`src/rtl/axi2mem_pkg.sv`:
```
// Shared types and constants for the AXI-to-TCDM read/write command generators.
// Lanes are 32 bits wide and cover the 64-bit AXI data bus.
package axi2mem_pkg;

  localparam int AXI_DATA_BYTES = 8;
  localparam int LANES          = 2;
  localparam int LANE_BYTES     = 4;

  typedef logic [2:0] size_t;

  typedef enum logic [1:0] {
    BURST_FIXED = 2'b00,
    BURST_INCR  = 2'b01,
    BURST_WRAP  = 2'b10
  } burst_t;

endpackage

```
`src/rtl/axi2mem_rd_addr_calc.sv`:
```
// Combinational AXI beat address stepper and byte-lane mask generator.
// The mask starts at the (possibly unaligned) address and ends at the aligned beat end.
module axi2mem_rd_addr_calc
  import axi2mem_pkg::*;
#(
  parameter int ADDR_WIDTH = 32
) (
  input  logic [ADDR_WIDTH-1:0]     addr,
  input  size_t                     size,
  input  logic [7:0]                len,
  input  logic [1:0]                burst,
  output logic [ADDR_WIDTH-1:0]     next_addr,
  output logic [AXI_DATA_BYTES-1:0] byte_mask
);

  logic [2:0]            size_eff;
  logic [ADDR_WIDTH-1:0] nbytes;
  logic [ADDR_WIDTH-1:0] aligned;
  logic [ADDR_WIDTH-1:0] incr_addr;
  logic [ADDR_WIDTH-1:0] span;
  logic [ADDR_WIDTH-1:0] wrap_base;
  logic [3:0]            start_off;
  logic [3:0]            end_off;

  always_comb begin
    size_eff  = (size > 3'd3) ? 3'd3 : size;
    nbytes    = ADDR_WIDTH'(1) << size_eff;
    aligned   = addr & ~(nbytes - ADDR_WIDTH'(1));
    incr_addr = aligned + nbytes;
    span      = nbytes * (ADDR_WIDTH'(len) + ADDR_WIDTH'(1));
    wrap_base = addr & ~(span - ADDR_WIDTH'(1));

    // Reserved burst encoding falls through to INCR.
    case (burst)
      BURST_FIXED: next_addr = addr;
      BURST_WRAP:  next_addr = wrap_base | (incr_addr & (span - ADDR_WIDTH'(1)));
      default:     next_addr = incr_addr;
    endcase

    start_off = {1'b0, addr[2:0]};
    end_off   = {1'b0, aligned[2:0]} + nbytes[3:0] - 4'd1;
    byte_mask = '0;
    for (int i = 0; i < AXI_DATA_BYTES; i++) begin
      byte_mask[i] = (4'(i) >= start_off) && (4'(i) <= end_off);
    end
  end

endmodule

```
`src/rtl/axi2mem_rd_trans_gen.sv`:
```
// Expands one AXI4 read burst into per-beat TCDM read commands on two 32-bit lanes.
// Lanes handshake independently but a beat only advances once both have been granted.
module axi2mem_rd_trans_gen
  import axi2mem_pkg::*;
#(
  parameter int ID_WIDTH   = 6,
  parameter int ADDR_WIDTH = 32
) (
  input  logic                           clk_i,
  input  logic                           rst_ni,
  input  logic [ID_WIDTH-1:0]            ar_id_i,
  input  logic [ADDR_WIDTH-1:0]          ar_addr_i,
  input  logic [7:0]                     ar_len_i,
  input  logic [2:0]                     ar_size_i,
  input  logic [1:0]                     ar_burst_i,
  input  logic                           ar_valid_i,
  output logic                           ar_ready_o,
  output logic [1:0]                     trans_rd_req_o,
  output logic [1:0][ADDR_WIDTH-1:0]     trans_rd_add_o,
  output logic [1:0][3:0]                trans_rd_be_o,
  output logic [1:0][ID_WIDTH-1:0]       trans_rd_id_o,
  output logic [1:0]                     trans_rd_last_o,
  input  logic [1:0]                     trans_rd_gnt_i
);

  typedef enum logic {IDLE, ISSUE} state_t;

  state_t                    state;
  logic [ID_WIDTH-1:0]       id_q;
  logic [ADDR_WIDTH-1:0]     addr_q;
  logic [7:0]                len_q;
  logic [7:0]                beat_cnt;
  size_t                     size_q;
  logic [1:0]                burst_q;
  logic [LANES-1:0]          done_q;
  logic [LANES-1:0]          req;
  logic [LANES-1:0]          lane_done;
  logic [ADDR_WIDTH-1:0]     next_addr;
  logic [AXI_DATA_BYTES-1:0] byte_mask;
  logic                      issue;
  logic                      last;

  axi2mem_rd_addr_calc #(
    .ADDR_WIDTH (ADDR_WIDTH)
  ) i_addr_calc (
    .addr      (addr_q),
    .size      (size_q),
    .len       (len_q),
    .burst     (burst_q),
    .next_addr (next_addr),
    .byte_mask (byte_mask)
  );

  assign issue     = (state == ISSUE);
  assign last      = (beat_cnt == len_q);
  assign req       = issue ? ~done_q : '0;
  assign lane_done = done_q | (req & trans_rd_gnt_i);

  assign ar_ready_o        = (state == IDLE);
  assign trans_rd_req_o    = req;
  assign trans_rd_add_o[0] = issue ? {addr_q[ADDR_WIDTH-1:3], 3'b000} : '0;
  assign trans_rd_add_o[1] = issue ? {addr_q[ADDR_WIDTH-1:3], 3'b100} : '0;
  assign trans_rd_be_o[0]  = issue ? byte_mask[LANE_BYTES-1:0] : '0;
  assign trans_rd_be_o[1]  = issue ? byte_mask[2*LANE_BYTES-1:LANE_BYTES] : '0;
  assign trans_rd_id_o[0]  = issue ? id_q : '0;
  assign trans_rd_id_o[1]  = issue ? id_q : '0;
  assign trans_rd_last_o   = (issue && last) ? 2'b11 : 2'b00;

  // A granted lane parks in done_q until its partner is granted too.
  always_ff @(posedge clk_i or negedge rst_ni) begin
    if (!rst_ni) begin
      state    <= IDLE;
      id_q     <= '0;
      addr_q   <= '0;
      len_q    <= '0;
      size_q   <= '0;
      burst_q  <= '0;
      beat_cnt <= '0;
      done_q   <= '0;
    end else begin
      case (state)
        IDLE: begin
          if (ar_valid_i) begin
            id_q     <= ar_id_i;
            addr_q   <= ar_addr_i;
            len_q    <= ar_len_i;
            size_q   <= ar_size_i;
            burst_q  <= ar_burst_i;
            beat_cnt <= '0;
            done_q   <= '0;
            state    <= ISSUE;
          end
        end
        ISSUE: begin
          if (&lane_done) begin
            done_q <= '0;
            if (last) begin
              state <= IDLE;
            end else begin
              beat_cnt <= beat_cnt + 8'd1;
              addr_q   <= next_addr;
            end
          end else begin
            done_q <= lane_done;
          end
        end
        default: state <= IDLE;
      endcase
    end
  end

endmodule
```
`config.mk`:
```
export PLATFORM = sky130hd
export DESIGN_NAME = axi2mem_rd_trans_gen
export DESIGN_NICKNAME = d
export VERILOG_FILES = /design/src/rtl/axi2mem_pkg.sv /design/src/rtl/axi2mem_rd_addr_calc.sv /design/src/rtl/axi2mem_rd_trans_gen.sv
export SDC_FILE = /design/constraint.sdc
export NUM_CORES = 1
export LEC_CHECK = 0
export CORE_MARGIN = 2
export CORE_UTILIZATION = 35
export CTS_BUF_LIST = sky130_fd_sc_hd__clkbuf_4 sky130_fd_sc_hd__clkbuf_8 sky130_fd_sc_hd__clkbuf_16
export DETAILED_ROUTE_END_ITERATION = 10
export GPL_TIMING_DRIVEN = 0
export PLACE_DENSITY = 0.6
export SYNTH_ARGS = -nofsm -noshare
export SYNTH_HDL_FRONTEND = slang
export SYNTH_SLANG_ARGS = --single-unit
```
`constraint.sdc`:
```
create_clock -name clk_i -period 5.25 [get_ports clk_i]
set_input_delay 0.7875 -clock clk_i [delete_from_list [all_inputs] [get_ports clk_i]]
set_output_delay 0.7875 -clock clk_i [all_outputs]
set_load 0.005 [all_outputs]
```
==> key figures, run 1 <==
Run status
  • Outcome: complete, but fails checks
  • Failing checks: negative setup slack

Die
  • Die height: 151 microns
  • CORE AREA: 21,200 sq um
  • Row cnt: 53
  • Die Wd: 151 microns
  • Die area: 22,900 sq um
  • Starting density of the core: 35.9%
  • I/O pin count: 145

Yosys
  • Gate Count Post-Synth: 952
  • Register area share after synthesis: 20.4%
  • Post-synth EDFFs: 0
  • Asr flop ratio synth: 100%
  • Yosys cell types: 71
  • #FFs+latches synth: 62
  • Share of the synthesized area in the top cell type: 20.4%
  • Cell Area, Synth: 7600 sq um
  • YS warnings: 0
  • Synth area leaders: dfrtp_1 20%, fa_1 12%, ha_1 11%
  • Cell taking the most area after synthesis: dfrtp_1
  • Primary FF master, synth: dfrtp_1
  • Avg Synthesized Cell Area: 7.98 sq um

Route
  • Top sig layer: met4
  • Met2 wire len: 11,600 microns
  • Remaining antenna violation count: 0
  • TritonRoute pass-1 iters: 6
  • Drt drc: 0
  • DRT iter0 DRCs: 490
  • Vias: 7,544
  • Post-Route WL: 25,200 microns
  • Metal1 wirelength: 11,400 microns
  • DR vias/cell: 5.12
  • Routed len/inst: 17.1 microns
  • Met3 WL post-DR: 1600 microns

Placement
  • GPL Wtd Cong: 0.910
  • Post-place setup slack: -824 ps
  • DP HPWL: 19,200 microns
  • IO buf count: 139

Worst setup path
  • Path depth of the worst reg2reg path: 21
  • Crit path capture type: flip-flop
  • Reg2reg setup slack: -310 ps
  • Critical Path Source: len_q[0]
  • R2R Path Start: len_q[0]
  • CP max FO: 4
  • Crit path kind: reg -> reg
  • CP required: 5500 ps
  • Critical Path AT: 5810 ps
  • CP Launch Type: flip-flop

Timing
  • RSZ-0062 raised after global routing: yes
  • Tightest Pin Transition: 852 ps
  • Rel. slew slack: 43.2%
  • Final Worst Setup Slack: -307 ps
  • Max Fclk: 0.180 GHz
  • Max-slew violations: 0
  • Setup Viol. Count Final: 21
  • Final hold viol count: 0
  • Fin crit period: 5560 ps
  • Max Clock Skew: 10.4 ps
  • Final period utilization: 106%

Clocking
  • Clock slew at reported path FFs: 60 ps
  • CTS Sinks: 62
  • Worst-skew pair later-pin latency: 340 ps
  • Clk buf depth: 2
  • H-tree depth: 3
  • Cts bufs inserted: 9
  • Post-CTS Hold Fix Bufs: 0
  • CTS tree: built
  • Root Buffer: clkbuf_16

GRT
  • First-pass GRT wire length: 39,400 microns
  • Initial antenna violation count: 0
  • Largest net degree at the start of global routing: 63
  • Grt total ovfl: 0
  • GR Util All Layers: 22.4%
  • Vias in the first global route: 7,447

Flow run
  • Max cap viols: 0

Finish
  • Layout cell share with drive strength beyond 1: 18.4%
  • Final nets: 1,366
  • Layout area overhead: 42.3%
  • # diodes: 0
  • Fill cells: 2,001

Hold path
  • Hold WC Path Type: reg -> reg
  • Hold endpoint: id_q[5]
  • Hold path start: id_q[5]
  • Cell count of the worst hold path: 2
==> cell usage in the layout, fill, tap and decap left out, types with 16 or more instances in the layout <==
master	synthesis	routed
clkdlybuf4s50_1	0	138
buf_4	42	91
nor3_1	20	18
dfrtp_1	62	59
conb_1	2	45
xnor2_1	25	18
a21oi_1	64	55
o21ai_0	26	21
nor2_1	81	74
ha_1	69	53
nand2_1	136	134
inv_1	87	78
nand3_1	19	16
clkbuf_1	32	26
and2_1	31	31
fa_1	47	43
==> worst max-delay path by stage <==
| stage | endpoint | slack, ps |
|---|---|---|
| 2_1_floorplan | flip-flop | -30 |
| 3_3_place_gp | flip-flop | -770 |
| 3_5_place_dp | flip-flop | -820 |
| 4_1_cts | flip-flop | -350 |
| 5_1_grt | flip-flop | -490 |
| 6_report | flip-flop | -310 |
==> synthesized netlist by cell type, types with 3 or more instances <==
master,n
nand2_1,136
inv_1,87
nor2_1,81
ha_1,69
a21oi_1,64
dfrtp_1,62
fa_1,47
buf_4,42
clkbuf_1,32
and2_1,31
o21ai_0,26
xnor2_1,25
nor3_1,20
nand3_1,19
xor2_1,19
o22ai_1,15
and3_1,14
o211ai_1,14
a211oi_1,10
mux2i_1,10
a31oi_1,9
buf_2,9
nand2b_1,9
nand4_1,9
or3_1,9
a21o_1,8
nor2b_1,6
o21a_1,6
a211o_1,4
a311oi_1,3
o31a_1,3
o31ai_1,3
o32ai_1,3
or2_2,3
==> per-layer routing <==
layer | up-vias | track usage [%]
met3 | 34 | 3.64
li1 | 3627 | -
met1 | 3628 | 31.4
met5 | - | 0
met2 | 255 | 35.9
met4 | 0 | 5.79
==> cell type report <==
class                      instances  area [sq um]  area share (%)
clock inverter                     5          57.6           0.532
inverter                          88           332            3.07
multi-input combinational        760          5970            55.2
sequential                        62          1560            14.4
tap                              275           344            3.18
buffer                            84           537            4.96
timing repair buffer             189          1780            16.4
clock buffer                      11           246            2.28
==> critical path: stages (launching register included) <==
cell	delay (ps)
dfrtp_1	410
buf_8	130
and3_4	180
nand3_4	120
xor2_4	190
nor2_2	140
fa_1	470
ha_4	270
fa_1	470
fa_1	500
inv_1	50
fa_2	520
inv_2	40
ha_4	160
a211o_1	310
o31ai_4	360
o211ai_1	190
a21oi_2	270
o31ai_4	90
buf_6	160
o211a_1	230
a311oi_2	180
==> metrics by stage <==
stage	std cells	instance area [sq um]	util [%]	hold slack (ps)	TNS, ps
5_1_grt	1474	10800	51.1	489	-7700
3_3_place_gp	1409	9690	45.8	450	-14140
6_report	1474	10800	51.1	467	-2370
3_5_place_dp	1409	9690	45.8	456	-15680
2_1_floorplan	995	7960	-	438	-30.0
4_1_cts	1462	10600	50.2	470	-2560
==> what timing repair did <==
item	CTS	global route
resized for setup	68	28
setup buffers	38	13
pin swaps	72	38
setup endpoints to repair	27	26
gates cloned	0	0
==> cells by family after synthesis <==
logic type | synth area share (%)
and+or+nand+nor | 21.8
AOI/OAI and AO/OA | 16.5
buffers and inverters | 10.8
adders and majority gates | 23.7
DFF | 20.4
xor gates and xnor gates | 5.07
muxes | 1.61
other | 0.0988
Power of run 1 is left out: the tool's default activity adds up to more than one toggle a clock period on the data nets, which glitch-free logic cannot reach.
==> inputs of run 2 (changes only) <==
--- a/config.mk
+++ b/config.mk
@@ -10,7 +10,7 @@
 export CTS_BUF_LIST = sky130_fd_sc_hd__clkbuf_4 sky130_fd_sc_hd__clkbuf_8 sky130_fd_sc_hd__clkbuf_16
 export DETAILED_ROUTE_END_ITERATION = 10
 export GPL_TIMING_DRIVEN = 0
-export PLACE_DENSITY = 0.6
+export PLACE_DENSITY = 0.7
 export SYNTH_ARGS = -nofsm -noshare
 export SYNTH_HDL_FRONTEND = slang
 export SYNTH_SLANG_ARGS = --single-unit
==> constraint.sdc (replaced) <==
create_clock -name clk_i -period 4.5 [get_ports clk_i]
set_input_delay 0.675 -clock clk_i [delete_from_list [all_inputs] [get_ports clk_i]]
set_output_delay 0.675 -clock clk_i [all_outputs]
set_load 0.005 [all_outputs]
==> key figures, run 2 (synthesized netlist as in run 1, its figures left out) <==
Placement
  • DP HPWL: 18,900 microns (was 19,200 microns)
  • Post-place setup slack: -1400 ps (was -824 ps)
  • GPL Wtd Cong: 0.953 (was 0.910)
  • IO buf count: 139 (unchanged)

Finish
  • Fill cells: 1,981 (was 2,001)
  • Commonest cells after routing, fill and taps aside: 138 x clkdlybuf4s50_1, 134 x nand2_1, 78 x inv_1, 74 x nor2_1, 65 x buf_4 (was 138 x clkdlybuf4s50_1, 134 x nand2_1, 91 x buf_4, 78 x inv_1, 74 x nor2_1)
  • Layout area overhead: 41.6% (was 42.3%)
  • Finished Core Util: 50.9% (was 51.1%)
  • Final nets: 1,343 (was 1,366)
  • Layout cell share with drive strength beyond 1: 18.4% (about the same)
  • Most common cell after layout, fill and taps aside: clkdlybuf4s50_1 (unchanged)

Timing
  • Tightest Pin Transition: 906 ps (was 852 ps)
  • RSZ-0062 raised after global routing: yes (unchanged)
  • Max-slew violations: 0 (unchanged)
  • Rel. slew slack: 39.6% (was 43.2%)
  • Final period utilization: 122% (was 106%)
  • Setup Viol. Count Final: 27 (was 21)
  • Max Fclk: 0.182 GHz (was 0.180 GHz)
  • Final Worst Setup Slack: -997 ps (was -307 ps)
  • Fin crit period: 5500 ps (was 5560 ps)
  • Max Clock Skew: 11.3 ps (was 10.4 ps)
  • Final hold viol count: 0 (unchanged)

Route
  • Vias: 7,509 (was 7,544)
  • DR vias/cell: 5.17 (was 5.12)
  • TritonRoute pass-1 iters: 5 (was 6)
  • Remaining antenna violation count: 0 (unchanged)
  • Drt drc: 0 (unchanged)
  • DRT iter0 DRCs: 597 (was 490)
  • Post-Route WL: 25,200 microns (about the same)
  • Routed len/inst: 17.4 microns (was 17.1 microns)

Flow run
  • Max cap viols: 0 (unchanged)

Run status
  • Failing checks: negative setup slack (unchanged)
  • Outcome: complete, but fails checks (unchanged)

GRT
  • Met1 usage: 30.6% (was 31.4%)
  • Met3 usage: 4.04% (was 3.64%)
  • GR Util All Layers: 22.2% (was 22.4%)
  • Grt total ovfl: 0 (unchanged)
  • Initial antenna violation count: 0 (unchanged)
  • Largest net degree at the start of global routing: 63 (unchanged)
  • Vias in the first global route: 7,447 (unchanged)
  • Top Usage Layer GRT: met2 (unchanged)
  • Met2 Use GR: 35.3% (was 35.9%)
  • First-pass GRT wire length: 39,200 microns (was 39,400 microns)

Worst setup path
  • Reg2reg setup slack: -1000 ps (was -310 ps)
  • Critical Path Source: len_q[0] (unchanged)
  • R2R Path Start: len_q[0] (unchanged)
  • Critical Path AT: 5750 ps (was 5810 ps)
  • Crit path capture type: flip-flop (unchanged)
  • CP required: 4760 ps (was 5500 ps)
  • CP max FO: 6 (was 4)
  • CP Launch Type: flip-flop (unchanged)
  • Path depth of the worst reg2reg path: 20 (was 21)
  • Crit path kind: reg -> reg (unchanged)

Die
  • Row cnt: 53 (unchanged)
  • I/O pin count: 145 (unchanged)
  • Starting density of the core: 35.9% (unchanged)
  • Die Wd: 151 microns (unchanged)
  • Die area: 22,900 sq um (unchanged)
  • CORE AREA: 21,200 sq um (unchanged)
  • Die height: 151 microns (unchanged)

Clocking
  • Root Buffer: clkbuf_16 (unchanged)
  • Clock slew at reported path FFs: 60 ps (about the same)
  • Clk buf depth: 2 (unchanged)
  • H-tree depth: 3 (unchanged)
  • Worst-skew pair later-pin latency: 350 ps (was 340 ps)
  • CTS Sinks: 62 (unchanged)
  • Cts bufs inserted: 9 (unchanged)
  • Post-CTS Hold Fix Bufs: 0 (unchanged)
  • CTS tree: built (unchanged)

Hold path
  • Hold WC Path Type: in -> async (was reg -> reg)
[run 2: cell types whose count changed in the layout (fill, tap and decap cells not counted), sizes merged]
cell,previous run,this run
buf,107,82
clkbuf,39,41
clkinv,4,3
diode,0,1
inv,88,89
[run 2: worst min-delay path by stage]
stage               startpoint         to  cells past startpoint
floorplan               rst_ni  async pin                      0
global placement       id_q[5]    id_q[5]                      2
detailed placement     id_q[2]    id_q[2]                      2
CTS                    id_q[5]    id_q[5]                      2
global route           id_q[5]    id_q[5]                      2
finish                  rst_ni  async pin                      1
[run 2: layout make-up]
class / count / area (sq um) / area share, %
multi-input cells: 760 / 6070 / 56.4
repair buffers: 165 / 1610 / 14.9
flip-flops and latches: 62 / 1560 / 14.5
plain buffers: 85 / 551 / 5.12
well taps: 275 / 344 / 3.20
inverters: 88 / 333 / 3.09
clock buffers: 11 / 246 / 2.29
clock inverters: 5 / 57.6 / 0.535
diodes: 1 / 2.50 / 0.0233
[run 2: per-layer routing]
| layer | share of wire [%] | vias up |
|---|---|---|
| li1 | - | 3569 |
| met5 | 0 | - |
| met1 | 43 | 3596 |
| met3 | 6.9 | 47 |
| met4 | 2.8 | 0 |
| met2 | 47 | 297 |
[run 2: worst max-delay path: stages, from the launching register on]
cell	delay [ps]
dfrtp_1	410
buf_8	140
and3_4	190
nand3_4	140
xnor2_2	200
nand2_1	90
fa_1	500
fa_1	510
inv_1	50
fa_1	450
fa_2	560
ha_4	200
ha_4	240
a211o_1	310
o31ai_4	250
o211ai_1	190
a21oi_2	280
o31ai_4	110
buf_12	160
o211a_1	240
a311oi_2	200
[run 2: repair_timing]
action	4_1_cts	5_1_grt
endpoints found under the hold margin	0	0
resized for setup	49	26
setup endpoints to repair	35	29
setup buffers	21	6
cloned	0	0
pin swaps	38	22
[run 2: per-stage QoR]
| step | setup TNS (ps) | hold slack [ps] | instances | cell area, sq um |
|---|---|---|---|---|
| floorplan | -8790 | 379 | 995 | 8160 |
| global placement | -27800 | 450 | 1409 | 9900 |
| detailed placement | -29250 | 455 | 1409 | 9890 |
| CTS | -18310 | 469 | 1446 | 10600 |
| global route | -25560 | 483 | 1451 | 10800 |
| finish | -19820 | 443 | 1452 | 10800 |
Power of run 2 is left out for the same reason.
==> inputs of run 3 (changes only) <==
==> constraint.sdc (replaced) <==
create_clock -name clk_i -period 4.5 [get_ports clk_i]
set_input_delay 0.9 -clock clk_i [delete_from_list [all_inputs] [get_ports clk_i]]
set_output_delay 0.9 -clock clk_i [all_outputs]
set_load 0.005 [all_outputs]
==> key figures, run 3 (synthesized netlist as in run 1, its figures left out) <==
Timing
  • Max Fclk: 0.182 GHz (about the same)
  • Final Worst Setup Slack: -998 ps (was -997 ps)
  • Tightest Pin Transition: 909 ps (was 906 ps)
  • Max Clock Skew: 9.87 ps (was 11.3 ps)
  • Setup Viol. Count Final: 27 (unchanged)
  • RSZ-0062 raised after global routing: yes (unchanged)
  • Final period utilization: 122% (about the same)
  • Final hold viol count: 0 (unchanged)
  • Fin crit period: 5500 ps (about the same)
  • Max-slew violations: 0 (unchanged)
  • TNS Setup: -19,870 ps (was -19,820 ps)
  • Min Hold Slack: 465 ps (was 443 ps)
  • Rel. slew slack: 39.4% (was 39.6%)

Route
  • Vias: 7,524 (was 7,509)
  • TritonRoute pass-1 iters: 5 (unchanged)
  • Remaining antenna violation count: 0 (unchanged)
  • Routed len/inst: 17.3 microns (was 17.4 microns)
  • DRT iter0 DRCs: 623 (was 597)
  • DR vias/cell: 5.18 (was 5.17)
  • Drt drc: 0 (unchanged)
  • Post-Route WL: 25,200 microns (about the same)

Worst setup path
  • CP required: 4760 ps (about the same)
  • Crit-path slowest cell: fa_2 (unchanged)
  • CP Launch Type: flip-flop (unchanged)
  • Crit path kind: reg -> reg (unchanged)
  • Buf/Inv on CP: 2 (was 3)
  • Largest delay share family, worst path: adder cells (unchanged)
  • CP cell instances: ha_4, nand3_4, nor2_4, xor2_1, nand2_1, fa_1, fa_1, inv_1, fa_1, fa_2, ha_4, ha_4, a211o_1, o31ai_4, o211ai_1, a21oi_2, o31ai_4, buf_12, o211a_1, a311oi_2 (was buf_8, and3_4, nand3_4, xnor2_2, nand2_1, fa_1, fa_1, inv_1, fa_1, fa_2, ha_4, ha_4, a211o_1, o31ai_4, o211ai_1, a21oi_2, o31ai_4, buf_12, o211a_1, a311oi_2)
  • Critical Path AT: 5750 ps (about the same)
  • Crit path capture type: flip-flop (unchanged)
  • CP max FO: 6 (unchanged)
  • CP max stage delay: 560 ps (about the same)

GRT
  • Vias in the first global route: 7,452 (was 7,447)
  • Grt total ovfl: 0 (unchanged)
  • Initial antenna violation count: 0 (unchanged)
  • First-pass GRT wire length: 39,200 microns (about the same)
  • Met2 Use GR: 35.3% (about the same)
  • Top Usage Layer GRT: met2 (unchanged)
  • Largest net degree at the start of global routing: 63 (unchanged)
  • Met3 usage: 4.07% (was 4.04%)
  • GR Util All Layers: 22.2% (unchanged)
  • Met1 usage: 30.5% (was 30.6%)

Die
  • Row cnt: 53 (unchanged)
  • Die area: 22,900 sq um (unchanged)
  • Die height: 151 microns (unchanged)
  • I/O pin count: 145 (unchanged)
  • Starting density of the core: 35.9% (unchanged)
  • CORE AREA: 21,200 sq um (unchanged)
  • Die Wd: 151 microns (unchanged)

Flow run
  • Max cap viols: 0 (unchanged)

Run status
  • Outcome: complete, but fails checks (unchanged)
  • Failing checks: negative setup slack (unchanged)

Clocking
  • Root Buffer: clkbuf_16 (unchanged)
  • Worst-skew pair later-pin latency: 350 ps (about the same)
  • Clk buf depth: 2 (unchanged)
  • Clock slew at reported path FFs: 60 ps (about the same)
  • CTS tree: built (unchanged)
  • H-tree depth: 3 (unchanged)
  • Cts bufs inserted: 9 (unchanged)
  • CTS Sinks: 62 (unchanged)

Finish
  • Commonest cells after routing, fill and taps aside: 137 x clkdlybuf4s50_1, 134 x nand2_1, 78 x inv_1, 74 x nor2_1, 66 x buf_4 (was 138 x clkdlybuf4s50_1, 134 x nand2_1, 78 x inv_1, 74 x nor2_1, 65 x buf_4)
  • Most common cell after layout, fill and taps aside: clkdlybuf4s50_1 (unchanged)
  • Final nets: 1,344 (was 1,343)
  • Fill cells: 1,973 (was 1,981)
  • Finished Core Util: 51.0% (was 50.9%)
  • Layout area overhead: 42.0% (was 41.6%)
  • Layout cell share with drive strength beyond 1: 18.9% (was 18.4%)

Placement
  • GPL Wtd Cong: 0.953 (unchanged)
  • IO buf count: 139 (unchanged)
  • Post-place setup slack: -1400 ps (unchanged)
  • DP HPWL: 18,900 microns (unchanged)

Hold path
  • Hold WC Path Type: reg -> reg (was in -> async)
-- run 3: cell types whose count changed in the layout (fill, tap and decap cells not counted), sizes merged --
cell,previous run,this run
dlymetal6s2s,0,1
clkdlybuf4s50,138,137
buf,82,83
-- run 3: cell type report --
type | instances | area [sq um] | share of cell area, %
diodes | 1 | 2.50 | 0.0232
plain buffers | 85 | 552 | 5.11
clock buffers | 11 | 246 | 2.28
clock inverters | 5 | 57.6 | 0.533
inverters | 88 | 333 | 3.08
multi-input cells | 760 | 6090 | 56.4
flip-flops and latches | 62 | 1560 | 14.4
well taps | 275 | 344 | 3.19
repair buffers | 166 | 1620 | 15.0
-- run 3: layer usage --
layer,up-vias,part of all wire (%),wire (microns)
li1,3574,-,-
met1,3595,42,10600
met2,308,47,12000
met3,47,7.6,1910
met4,0,2.7,679
met5,-,0,0
-- run 3: repair_timing --
item	CTS	global route
hold buffers	0	0
endpoints found under the setup margin	35	48
setup buffers	21	7
gates cloned	0	0
gates resized for setup	50	33
pin swaps	38	22
-- run 3: path summary, 6_finish.rpt --
check                      startpoint  cells after the start  slack (ps)        end
min                           id_q[5]                      2         460    id_q[5]
min reg2reg                   id_q[5]                      2         460    id_q[5]
max                          len_q[0]                     20       -1000  flip-flop
min in group asynchronous      rst_ni                      1         640  async pin
max reg2reg                  len_q[0]                     20       -1000  flip-flop
max in group asynchronous      rst_ni                      1        3160   len_q[1]
-- run 3: tightest hold or removal path, cell delays in order (launching register included) --
cell     delay (ps)
dfrtp_1         330
nand2_1          50
nand2_1          50
-- run 3: metrics by stage --
stage,instance area (sq um),instances
2_1_floorplan,8160,995
5_1_grt,10800,1452
4_1_cts,10600,1446
3_3_place_gp,9900,1409
3_5_place_dp,9890,1409
6_report,10800,1453
Power of run 3 is left out for the same reason.
